**src/rtl/codec_sample_scheduler.sv**
```systemverilog
// codec_sample_scheduler
//   Feeds 16-bit audio samples to codecInterface. Two producers (A: CPU write
//   path, B: DMA/tone path) share one sample FIFO through a round-robin
//   arbiter. On every codec word completion (rising wordSent) the next sample
//   is popped, presented on dataOut and strobed with sendData. An empty FIFO
//   sends silence (0) and bumps a saturating underrun counter.
//
// Ports
//   clock, reset              system clock (posedge), async active-high reset
//   enable                    1 = schedule samples to the codec
//   flush                     synchronous clear of the FIFO contents
//   srcAData/srcAValid/srcAReady  source A sample channel
//   srcBData/srcBValid/srcBReady  source B sample channel
//   wordSent                  level from codecInterface, rises once per word
//   dataOut, sendData         sample and strobe to codecInterface
//   fifoLevel                 current FIFO occupancy (0..FIFO_DEPTH)
//   underrunCount             saturating count of silent sends
//
// Handshake: a sample moves from a source when srcXValid and srcXReady are
// both high in the same cycle. Ready is combinational, is only raised for a
// source that is offering (valid), never for both sources at once, and is
// held low while reset or flush is high or the FIFO is full.
module codec_sample_scheduler #(
   parameter int DATA_WIDTH        = 16,
   parameter int FIFO_DEPTH        = 8,
   parameter int SEND_PULSE_CYCLES = 4
) (
   input  logic                          clock,
   input  logic                          reset,
   input  logic                          enable,
   input  logic                          flush,
   input  logic [DATA_WIDTH-1:0]         srcAData,
   input  logic                          srcAValid,
   output logic                          srcAReady,
   input  logic [DATA_WIDTH-1:0]         srcBData,
   input  logic                          srcBValid,
   output logic                          srcBReady,
   input  logic                          wordSent,
   output logic [DATA_WIDTH-1:0]         dataOut,
   output logic                          sendData,
   output logic [$clog2(FIFO_DEPTH):0]   fifoLevel,
   output logic [15:0]                   underrunCount
);

   localparam int AW = $clog2(FIFO_DEPTH);
   localparam int LW = AW + 1;
   localparam int CW = (SEND_PULSE_CYCLES > 1) ? $clog2(SEND_PULSE_CYCLES) : 1;

   typedef enum logic [1:0] {IDLE, LOAD, PULSE, WAIT} state_t;

   state_t                 state;
   logic [DATA_WIDTH-1:0]  mem [FIFO_DEPTH];
   logic [AW-1:0]          wr_ptr, rd_ptr;
   logic [LW-1:0]          level;
   logic                   rr_last_b;   // 1: B won the last transfer, so A is favoured
   logic                   wordsent_q;
   logic                   pending;
   logic [CW-1:0]          pulse_cnt;
   logic [DATA_WIDTH-1:0]  data_q;
   logic                   send_q;
   logic [15:0]            underrun_count;

   logic                   fifo_full, fifo_empty, can_push, push, pop;
   logic                   word_edge, pulse_last, fetch;
   logic [DATA_WIDTH-1:0]  push_data;

   assign fifo_full  = (level == LW'(FIFO_DEPTH));
   assign fifo_empty = (level == '0);
   assign can_push   = ~reset & ~fifo_full & ~flush;

   // Round robin: a lone offer is always taken; with both offering, the
   // source that did not win the last transfer goes first.
   assign srcAReady = can_push & srcAValid & (~srcBValid | rr_last_b);
   assign srcBReady = can_push & srcBValid & (~srcAValid | ~rr_last_b);
   assign push      = srcAReady | srcBReady;
   assign push_data = srcAReady ? srcAData : srcBData;

   assign word_edge  = wordSent & ~wordsent_q;
   assign pulse_last = (pulse_cnt == CW'(SEND_PULSE_CYCLES - 1));

   // The sample is fetched on the clock that enters LOAD, so dataOut is
   // already stable for the whole LOAD cycle before sendData rises. A pending
   // or fresh edge at the end of a pulse goes straight back to LOAD.
   assign fetch = enable & ((state == IDLE) |
                            ((state == WAIT)  & (word_edge | pending)) |
                            ((state == PULSE) & pulse_last & (word_edge | pending)));
   assign pop   = fetch & ~flush & ~fifo_empty;

   always_ff @(posedge clock) begin
      if (push) mem[wr_ptr] <= push_data;
   end

   always_ff @(posedge clock or posedge reset) begin
      if (reset) begin
         wr_ptr    <= '0;
         rd_ptr    <= '0;
         level     <= '0;
         rr_last_b <= 1'b1;
      end else if (flush) begin
         wr_ptr <= '0;
         rd_ptr <= '0;
         level  <= '0;
      end else begin
         if (push) begin
            wr_ptr    <= wr_ptr + AW'(1);
            rr_last_b <= srcBReady;
         end
         if (pop) rd_ptr <= rd_ptr + AW'(1);
         level <= level + LW'(push) - LW'(pop);
      end
   end

   always_ff @(posedge clock or posedge reset) begin
      if (reset) begin
         state          <= IDLE;
         data_q         <= '0;
         send_q         <= 1'b0;
         pending        <= 1'b0;
         pulse_cnt      <= '0;
         underrun_count <= '0;
         wordsent_q     <= 1'b0;
      end else begin
         wordsent_q <= wordSent;
         if (!enable) begin
            state   <= IDLE;
            send_q  <= 1'b0;
            pending <= 1'b0;
         end else if (fetch) begin
            state   <= LOAD;
            send_q  <= 1'b0;
            pending <= 1'b0;
            if (flush || fifo_empty) data_q <= '0;
            else                     data_q <= mem[rd_ptr];
            if (!flush && fifo_empty && underrun_count != 16'hFFFF)
               underrun_count <= underrun_count + 16'd1;
         end else begin
            case (state)
               IDLE: state <= IDLE;
               LOAD: begin
                  // A flush here discards the sample already taken.
                  if (flush) data_q <= '0;
                  if (word_edge) pending <= 1'b1;
                  send_q    <= 1'b1;
                  pulse_cnt <= '0;
                  state     <= PULSE;
               end
               PULSE: begin
                  if (word_edge) pending <= 1'b1;
                  if (pulse_last) begin
                     send_q <= 1'b0;
                     state  <= WAIT;
                  end else begin
                     pulse_cnt <= pulse_cnt + CW'(1);
                  end
               end
               WAIT:    send_q <= 1'b0;
               default: state  <= IDLE;
            endcase
         end
      end
   end

   assign dataOut       = data_q;
   assign sendData      = send_q;
   assign fifoLevel     = level;
   assign underrunCount = underrun_count;

endmodule

```
**config.mk**
```make
export PLATFORM = sky130hd
export DESIGN_NAME = codec_sample_scheduler
export DESIGN_NICKNAME = d
export VERILOG_FILES = /design/src/rtl/codec_sample_scheduler.sv
export SDC_FILE = /design/constraint.sdc
export NUM_CORES = 1
export LEC_CHECK = 0
export BUFFER_PORTS_ARGS = -buffer_cell sky130_fd_sc_hd__buf_2
export CORE_MARGIN = 2
export CORE_UTILIZATION = 50
export CTS_CLUSTER_DIAMETER = 200
export DETAILED_ROUTE_END_ITERATION = 10
export MAX_ROUTING_LAYER = met4
export PLACE_DENSITY = 0.69
export SLEW_MARGIN = 40
export SYNTH_ARGS = -nofsm -noshare
export SYNTH_HDL_FRONTEND = slang
export SYNTH_SLANG_ARGS = --single-unit
```
**constraint.sdc**
```tcl
create_clock -name clock -period 4.7 [get_ports clock]
set_clock_uncertainty 0.1 [all_clocks]
set_input_delay 0.235 -clock clock [delete_from_list [all_inputs] [get_ports clock]]
set_output_delay 0.235 -clock clock [all_outputs]
set_load 0.01 [all_outputs]
```
# Word-level counts from Yosys, hierarchy flattened

Memory sizes are Yosys's and may differ from the RTL's.
Index checks and enable logic that the tools add are counted.

Add/sub/neg operators: 6
$mul: 0
Divide/modulo/power cells: 0
Order comparisons: 0
Equal/unequal tests: 12
Shift-type cells: 0
Multiplexer cells: 26
Bitwise logic cells: 28
Reductions and logical operators: 19

Operators with widths:

| operator              | count |
|---|---|
| $mux 16               | 5 |
| $add 16x1->16 const B | 1 |
| $ne 16x16->1 const B  | 1 |
| $and 1x1->1           | 13 |
| $mux 3                | 4 |
| $ne 5x1->1 const B    | 2 |
| $reduce_bool 2->1     | 5 |
| $mux 1                | 9 |
| $not 1->1             | 9 |
| $mux 2                | 4 |
| $reduce_and 2->1      | 4 |
| $add 3x1->3 const B   | 2 |
| $eq 2x2->1 const B    | 3 |
| $or 1x1->1            | 6 |
| $pmux 2 s3            | 1 |
| $reduce_and 3->1      | 2 |
| $add 4x1->4           | 1 |
| $eq 4x4->1 const B    | 1 |
| $logic_not 4->1       | 1 |
| $mux 4                | 1 |
| $ne 4x4->1 const B    | 1 |
| $pmux 2 s2            | 1 |
| $reduce_and 4->1      | 1 |
| $sub 4x1->4           | 1 |
| 11 further kinds      | 12 |

Flip-flop bits (word level): 50
Latch bits: 0
Bits in writable memories: 128
Bits in read-only memories: 0
Bits of input ports: 39
Output and inout port bits: 39
Word-level logic and storage cells: 103
Memories: 1

Memory list:

| name | words | width | rd ports | clocked after memory_dff | write ports | RTL line | RTL |
|---|---|---|---|---|---|---|---|
| mem  | 8     | 16    | 1        | 0                        | 1           | 52       | `logic [DATA_WIDTH-1:0] mem [FIFO_DEPTH];` |

# Longest topological paths before layout

Gate-level depths: netlist (run 1).

Depth after elaboration: 11
Depth in mapped cells: 13

# Worst setup path before layout (run 1)

OpenSTA, ideal clock, no wires.

Path kind: register -> register
Start point: register level[2], in the netlist fifoLevel[2]
End point: memory mem[4][0] (enable)
Data arrival time: 3.010 ns
Slack: 1.153 ns
Cell stages (with the launch flop): 6
Cell sequence: dfrtp_1 inv_1 ha_1 a2111oi_4 inv_2 nor4b_1

Longest elaborated chain between the ends: 9
Elaborated cells on any way between the ends: 11
Classes of those cells: eq/ne: 1; mux: 2; bitwise: 8

RTL lines:

| what                                                | RTL line | RTL |
|---|---|---|
| start, declared                                     | 54       | `logic [LW-1:0] level;` |
| start signal, assigned                              | 109      | `level <= level + LW'(push) - LW'(pop);` |
| $eq 4x4->1 *                                        | 67       | `assign fifo_full = (level == LW'(FIFO_DEPTH));` |
| $not 1->1 *                                         | 69       | `assign can_push = ~reset & ~fifo_full & ~flush;` |
| $and 1x1->1 * (2 in series)                         | 69       |  |
| $and 1x1->1, on equally long branches (2 in series) | 73, 74   |  |
| $or 1x1->1 *                                        | 75       | `assign push = srcAReady \| srcBReady;` |
| $mux 1 *                                            | 90       | `if (push) mem[wr_ptr] <= push_data;` |
| $mux 1 (not written as such) *                      | 90       |  |
| end, declared                                       | 52       |  |

Mark *: on every way between the ends. The rest lies on a longest branch, timed or not.

# Final worst setup path (run 1)

Start point: register state[0]
End point: register level[3], in the netlist fifoLevel[3]

Longest elaborated chain between the ends: 9
Elaborated cells on any way between the ends: 13
Classes of those cells: add/sub: 1; eq/ne: 2; mux: 1; bitwise: 8; reduce/logical: 1

RTL lines:

| what                                      | RTL line | RTL |
|---|---|---|
| start, declared                           | 51       | `state_t state;` |
| start signal, assigned                    | 115      | `state <= IDLE;` |
| start signal, assigned                    | 125      | `state <= IDLE;` |
| start signal, assigned                    | 129      | `state <= LOAD;` |
| $eq 2x2->1, on equally long branches      | 85, 86   |  |
| $and 1x1->1, on equally long branches     | 85, 86   |  |
| $or 1x1->1 or $and 1x1->1 (tied branches) | 84, 86   |  |
| $or 1x1->1 *                              | 85       | `((state == WAIT) & (word_edge \| pending)) \|` |
| $and 1x1->1 *                             | 84       | `assign fetch = enable & ((state == IDLE) \|` |
| $and 1x1->1 * (2 in series)               | 87       | `assign pop = fetch & ~flush & ~fifo_empty;` |
| $sub 4x1->4 *                             | 109      |  |
| $mux 4 *                                  | 99       | `end else if (flush) begin` |

Marks and branches as above.
A chain may end at the register's enable or synchronous reset.

==> flow_summary_export.csv, run 1 <==
group,metric,value,unit
floorplanning,rows,45,
synthesis,yosys_register_bits,178,
grt,grt_overflow_total,0,
placement,port_buffers,77,
worst_setup_path,critPathKind,"flop to flop",
clocking,cts-root-buf,"clkbuf_16",
power,powerDensity,455,mW/mm2
clocking,cts_hold_buf,2,
worst_setup_path,crit_required,4.90,ns
timing,setup_tns,0,ns
route,detail-route-antenna-nets,0,
grt,antenna_found_initial,0,
synthesis,yosys.area_share.simple,0.0683,
power,p_leak,0.00336,uW
clocking,cts_tree,"yes",
power,peakVddDrop,0.300,mV
floorplanning,core_region_area,0.0150,mm2
timing,drv_slew,0,
clocking,cts_sinks,178,
grt,grt_pass1_vias,4424,
synthesis,synthAdderAreaFrac,0.0257,
clocking,worst_skew_pair.late_latency,0.43,ns
worst_setup_path,start_kind,"flop",
cells_and_area,antennaDiodeCount,0,
worst_setup_path,crit_top_cell,"ha_1",
synthesis,synth_compound_area_frac,0.0482,
placement,dp_hpwl,9.25,mm
synthesis,async_reset_ff_frac,0.281,
grt,grt_pass1_wl,23.7,mm
synthesis,synth_top_area_cell,"edfxtp_1",
route,drc_errors,0,
synthesis,netlist_instances,443,
synthesis,yosys_most_used_dff,"edfxtp_1",
clocking,post_cts_buffers,0,
grt,grt_max_degree,34,
timing,final.min_clock_period,2.92,ns
clocking,cts_buffers,17,
timing,clock.fmax,342,MHz
route,wire_per_inst,20.4,um
clocking,cts_max_level,4,
route,viasPerCell,5.71,
grt,use_met1,0.256,
cells_and_area,fillers,1134,
grt,use_met2,0.330,
synthesis,synth_edf_count,128,
synthesis,yosysWarnings,0,
synthesis,ys_seq_area_frac,0.670,
synthesis,syn_nets,497,
worst_setup_path,cp.arrival,3.12,ns
floorplanning,initial_core_util,0.506,
floorplanning,ios,78,
cells_and_area,final_common_cell,"edfxtp_1",
clocking,cts_resized,0,
placement,gp_congestion,0.799,
route,drtIter0Drc,313,
clocking,path_clk_slew,0.06,ns
synthesis,synth_xor_area_frac,0.0161,
run,maxCapViolCount,0,
clocking,cts_buffer_depth,2,
floorplanning,die_h,127,um
worst_setup_path,path_cells,"inv_1 > ha_1 > a211o_1 > o21ai_2 > nor3_2 > buf_4 > ha_1 > inv_1 > ha_1 > a21o_1 > a21oi_1 > xnor2_1 > nor2_1",
outcome,outcome,"completed",
cells_and_area,drive_gt1_frac,0.389,
timing,finalHoldWorstSlack,0.0507,ns
synthesis,synthMuxAreaShare,0.151,
synthesis,syn_avg_cell_area,17.2,um2
worst_setup_path,end_kind,"flop",
timing,relSlewSlack,0.559,
floorplanning,die_x,127,um
synthesis,ys_types,54,
grt,use_met3,0.0482,
synthesis,syn-cell-area,0.00761,mm2
timing,finalCritPeriodShare,0.622,
worst_setup_path,slowest_stage,"dfrtp_1",
route,finalWirelength,15.0,mm
synthesis,synth_top_family_by_area,"multiplexers",
route,via_count,4201,
route,dr.pass1.iters,7,
timing,rsz0062_at_grt,"false",
synthesis,synth_top_cell_area_share,0.505,
worst_setup_path,critPathMaxStageDelay,0.41,ns
timing,worstMarginPinSlew,0.661,ns
timing,hold_viol,0,
floorplanning,dieArea,0.0162,mm2
cells_and_area,syn2layout_area_growth,16.9,%
worst_setup_path,path_max_fanout,19,
grt,grtUsageTotal,0.203,
timing,setup_violations,0,
synthesis,synth_area_leaders,"edfxtp_1 (51%), dfrtp_1 (16%), mux4_2 (9.5%)",
grt,grt_busiest_layer,"met2",
cells_and_area,layout.nets,589,
min_path,hp-class,"input pin to flop",
cells_and_area,mostFrequentLayoutCells,"edfxtp_1 (128), buf_2 (77), dfrtp_1 (46)",
[cells by family after synthesis]
family	count (synthesis)
mux	70
buf+inv	31
fa+ha+maj	15
flops	178
compound gates	46
xor+xnor	14
simple gates	89
[power by group]
group	leakage (uW)	internal, uW	switching (uW)
sequential	0.00182	1820	117
clock	0.000296	842	605
combinational	0.00125	314	348
total	0.00336	2970	1070
[flip-flops by register name, indices dropped and copies added, names as in the netlist]
name,flops
mem,128
wordsent_q,1
state,2
sendData,1
dataOut,16
wr_ptr,3
fifoLevel,4
rr_last_b,1
pending,1
pulse_cnt,2
rd_ptr,3
underrunCount,16
[worst max-delay path, delay by kind of cell, from the launching register on]
family	cells	cell delay, ns
XOR/XNOR	1	0.14
flip-flops	1	0.41
adder cells (fa/ha/maj)	3	0.72
AND/OR/NAND/NOR	2	0.24
buffers and inverters	3	0.48
AO/OA/AOI/OAI	4	0.69
[layout make-up]
class	instances	area, um2	area share
inverter	14	52.6	0.00591
sequential	178	5100	0.574
clock inverter	15	180	0.0203
multi-input combinational	234	2400	0.270
clock buffer	17	425	0.0478
timing repair buffer	90	492	0.0553
tap	188	235	0.0265
[cell usage after synthesis, drive strengths merged, types with 4 or more instances]
master and count:
nand2b 5, edfxtp 128, nand4 7, inv 14
nor3 11, and3 4, nor2 14, nor4 7
clkbuf 5, dfrtp 49, nand3 12, o21ai 8
xnor2 5, xor2 9, ha 14, mux4 32
a22o 16, a21oi 8, nand2 13, mux2 37
buf 12
[final timing paths]
kind                           from  depth (start not counted)  slack [ns]          endpoint
max                        state[0]                         13        1.78      fifoLevel[3]
min                          enable                          2        0.05          state[0]
max reg2reg                state[0]                         13        1.78      fifoLevel[3]
min reg2reg                 pending                          2        0.39           pending
max in group asynchronous     reset                          4        3.35         rr_last_b
min in group asynchronous     reset                          3        0.34  underrunCount[5]
[through the flow]
step | power, uW | worst slack [ns] | area (um2) | utilization | cells
finish | 4040 | 1.78 | 8890 | 0.591 | 736
global route | 4220 | 1.50 | 8890 | 0.591 | 736
CTS | 4080 | 1.79 | 8880 | 0.591 | 736
detailed placement | 2630 | 1.81 | 8260 | 0.549 | 702
global placement | 2600 | 1.92 | 8240 | 0.548 | 701
floorplan | 2400 | 1.15 | 7610 | - | 443
[per-layer routing]
metal  up-vias  wire length [um]
met5         -                 0
met4         0               194
met3        16               693
met2       112              7610
met1      2139              6510
li1       1934                 -
No activity file was read; power rests on OpenSTA's default activity.
==> run 2: changes to the inputs <==
--- a/config.mk
+++ b/config.mk
@@ -11,7 +11,7 @@
 export CTS_CLUSTER_DIAMETER = 200
 export DETAILED_ROUTE_END_ITERATION = 10
 export MAX_ROUTING_LAYER = met4
-export PLACE_DENSITY = 0.69
+export PLACE_DENSITY = 0.72
 export SLEW_MARGIN = 40
 export SYNTH_ARGS = -nofsm -noshare
 export SYNTH_HDL_FRONTEND = slang
==> constraint.sdc (replaced) <==
create_clock -name clock -period 2.65 [get_ports clock]
set_clock_uncertainty 0.1 [all_clocks]
set_input_delay 0.1325 -clock clock [delete_from_list [all_inputs] [get_ports clock]]
set_output_delay 0.1325 -clock clock [all_outputs]
set_load 0.01 [all_outputs]
==> run 2 against run 1 <==
Register-to-register slack worse by 1.6 ns. Highest routed layer unchanged. First-iteration DRC count is 7.0% lower. Worst hold slack worse by 0.044 ns. Critical path depth is 4 lower.
==> flow_summary_export.csv, run 2 (synthesis gave the netlist of run 1 again) <==
group,metric,value,unit
timing,worstMarginPinSlew,0.722,ns
timing,final.min_clock_period,2.52,ns
route,drtIter0Drc,291,
timing,hold_viol,0,
cells_and_area,mostFrequentLayoutCells,"edfxtp_1 (128), buf_2 (77), dfrtp_1 (48)",
power,peakVddDrop,0.687,mV
clocking,cts_sinks,178,
timing,finalCritPeriodShare,0.951,
outcome,outcome,"completed",
grt,grt_pass1_wl,24.5,mm
power,powerDensity,803,mW/mm2
grt,grtUsageTotal,0.210,
power,p_int,5310,uW
clocking,cts_buffer_depth,2,
grt,grt_overflow_total,0,
timing,setup_tns,0,ns
clocking,worst_skew_pair.late_latency,0.44,ns
worst_setup_path,start_kind,"flop",
route,dr.pass1.iters,5,
floorplanning,die_x,127,um
cells_and_area,top_register,"mem",
floorplanning,core_region_area,0.0150,mm2
route,viasPerCell,5.77,
route,drc_errors,0,
timing,setup_violations,0,
worst_setup_path,crit_required,2.90,ns
timing,relSlewSlack,0.519,
placement,dp_hpwl,9.28,mm
route,detail-route-antenna-nets,0,
grt,antenna_found_initial,0,
power,swShare,0.279,
power,seqPwrFrac,0.460,
worst_setup_path,path_max_fanout,5,
placement,gp_congestion,0.854,
placement,port_buffers,77,
run,maxCapViolCount,0,
worst_setup_path,end_kind,"flop",
timing,rsz0062_at_grt,"false",
timing,drv_slew,0,
cells_and_area,largest_register_ffs,128,
power,p_comb_frac,0.180,
cells_and_area,antennaDiodeCount,0,
min_path,hp-class,"input pin to flop",
clocking,cts_tree,"yes",
clocking,cts_max_level,4,
cells_and_area,fillers,1081,
cells_and_area,layout.nets,607,
clocking,path_clk_slew,0.07,ns
floorplanning,ios,78,
clocking,cts-root-buf,"clkbuf_16",
clocking,cts_buffers,17,
route,via_count,4348,
cells_and_area,final_common_cell,"edfxtp_1",
cells_and_area,drive_gt1_frac,0.405,
worst_setup_path,critPathKind,"flop to flop",
grt,grt_max_degree,35,
grt,grt_pass1_vias,4484,
floorplanning,dieArea,0.0162,mm2
power,p_sw,2050,uW
worst_setup_path,cp.arrival,2.78,ns
cells_and_area,syn2layout_area_growth,20.4,%
floorplanning,rows,45,
power,p_clk_frac,0.359,
timing,clock.fmax,397,MHz
floorplanning,die_h,127,um
timing,finalHoldWorstSlack,0.00656,ns
route,wire_per_inst,20.6,um
route,finalWirelength,15.5,mm
floorplanning,initial_core_util,0.506,
power,p_leak,0.00347,uW
## run 2: cell types whose count changed in the layout (fill, tap and decap cells not counted), moves of 3 or more
cell / delta
dlygate4sd3_1: +8
inv_8: +3
buf_4: +9
clkinv_2: -4
clkinv_8: +4
## run 2: worst paths after layout
kind,from,slack [ns],cells after the start,to
min reg2reg,dataOut[9],0.41,1,dataOut[9]
max in group asynchronous,reset,1.44,4,wr_ptr[1]
max reg2reg,pulse_cnt[0],0.13,9,fifoLevel[1]
max,pulse_cnt[0],0.13,9,fifoLevel[1]
min in group asynchronous,reset,0.31,3,sendData
min,srcBData[0],0.007,2,mem[0][0]
## run 2: power by group through the flow
| stage | clock [uW] | sequential, uW | combinational, uW |
|---|---|---|---|
| after floorplan | 0 | 3460 | 812 |
| after global placement | 0 | 3430 | 1230 |
| after detailed placement | 0 | 3440 | 1280 |
| after CTS | 2680 | 3380 | 1310 |
| after global routing | 2800 | 3420 | 1440 |
| final | 2640 | 3390 | 1330 |
## run 2: timing repair
action,in CTS,in global routing
hold endpoints to repair,62,0
hold buffers,10,0
setup buffers,1,1
gates resized for setup,1,7
pin swaps,1,1
endpoints found under the setup margin,1,3
## run 2: worst max-delay path, stage by stage (launching register included)
cell     delay, ns
dfrtp_1       0.40
ha_1          0.26
a211o_4       0.39
o21ai_4       0.08
nor3_4        0.06
ha_1          0.28
inv_1         0.04
ha_1          0.20
fa_2          0.52
nor2b_1       0.12
## run 2: layout make-up
| cell class | count | area [um2] | share of cell area |
|---|---|---|---|
| Timing Repair Buffer | 108 | 668 | 0.0730 |
| Tap cell | 188 | 235 | 0.0257 |
| Sequential cell | 178 | 5100 | 0.557 |
| Clock inverter | 15 | 218 | 0.0238 |
| Inverter | 14 | 52.6 | 0.00574 |
| Clock buffer | 17 | 425 | 0.0464 |
| Multi-Input combinational cell | 234 | 2460 | 0.269 |
## run 2: metal layers
metal  routed length (um)  vias to the layer above  track usage  share of wire
met3                  992                       13       0.0456          0.064
li1                     -                     1971            -              -
met2                 8090                      159        0.348           0.52
met1                 6310                     2205        0.269           0.41
met5                    0                        -            -              0
met4                  127                        0       0.0504         0.0082
## run 2: stage by stage
step	instance area [um2]	instances	utilization	total power [uW]	setup WS, ns
final	9160	754	0.609	7360	0.129
after global routing	9160	754	0.609	7660	0.0333
after CTS	9120	753	0.607	7380	0.0644
after detailed placement	8370	710	0.557	4720	0.0133
after global placement	8370	710	0.557	4660	0.136
after floorplan	7650	443	-	4280	-0.389
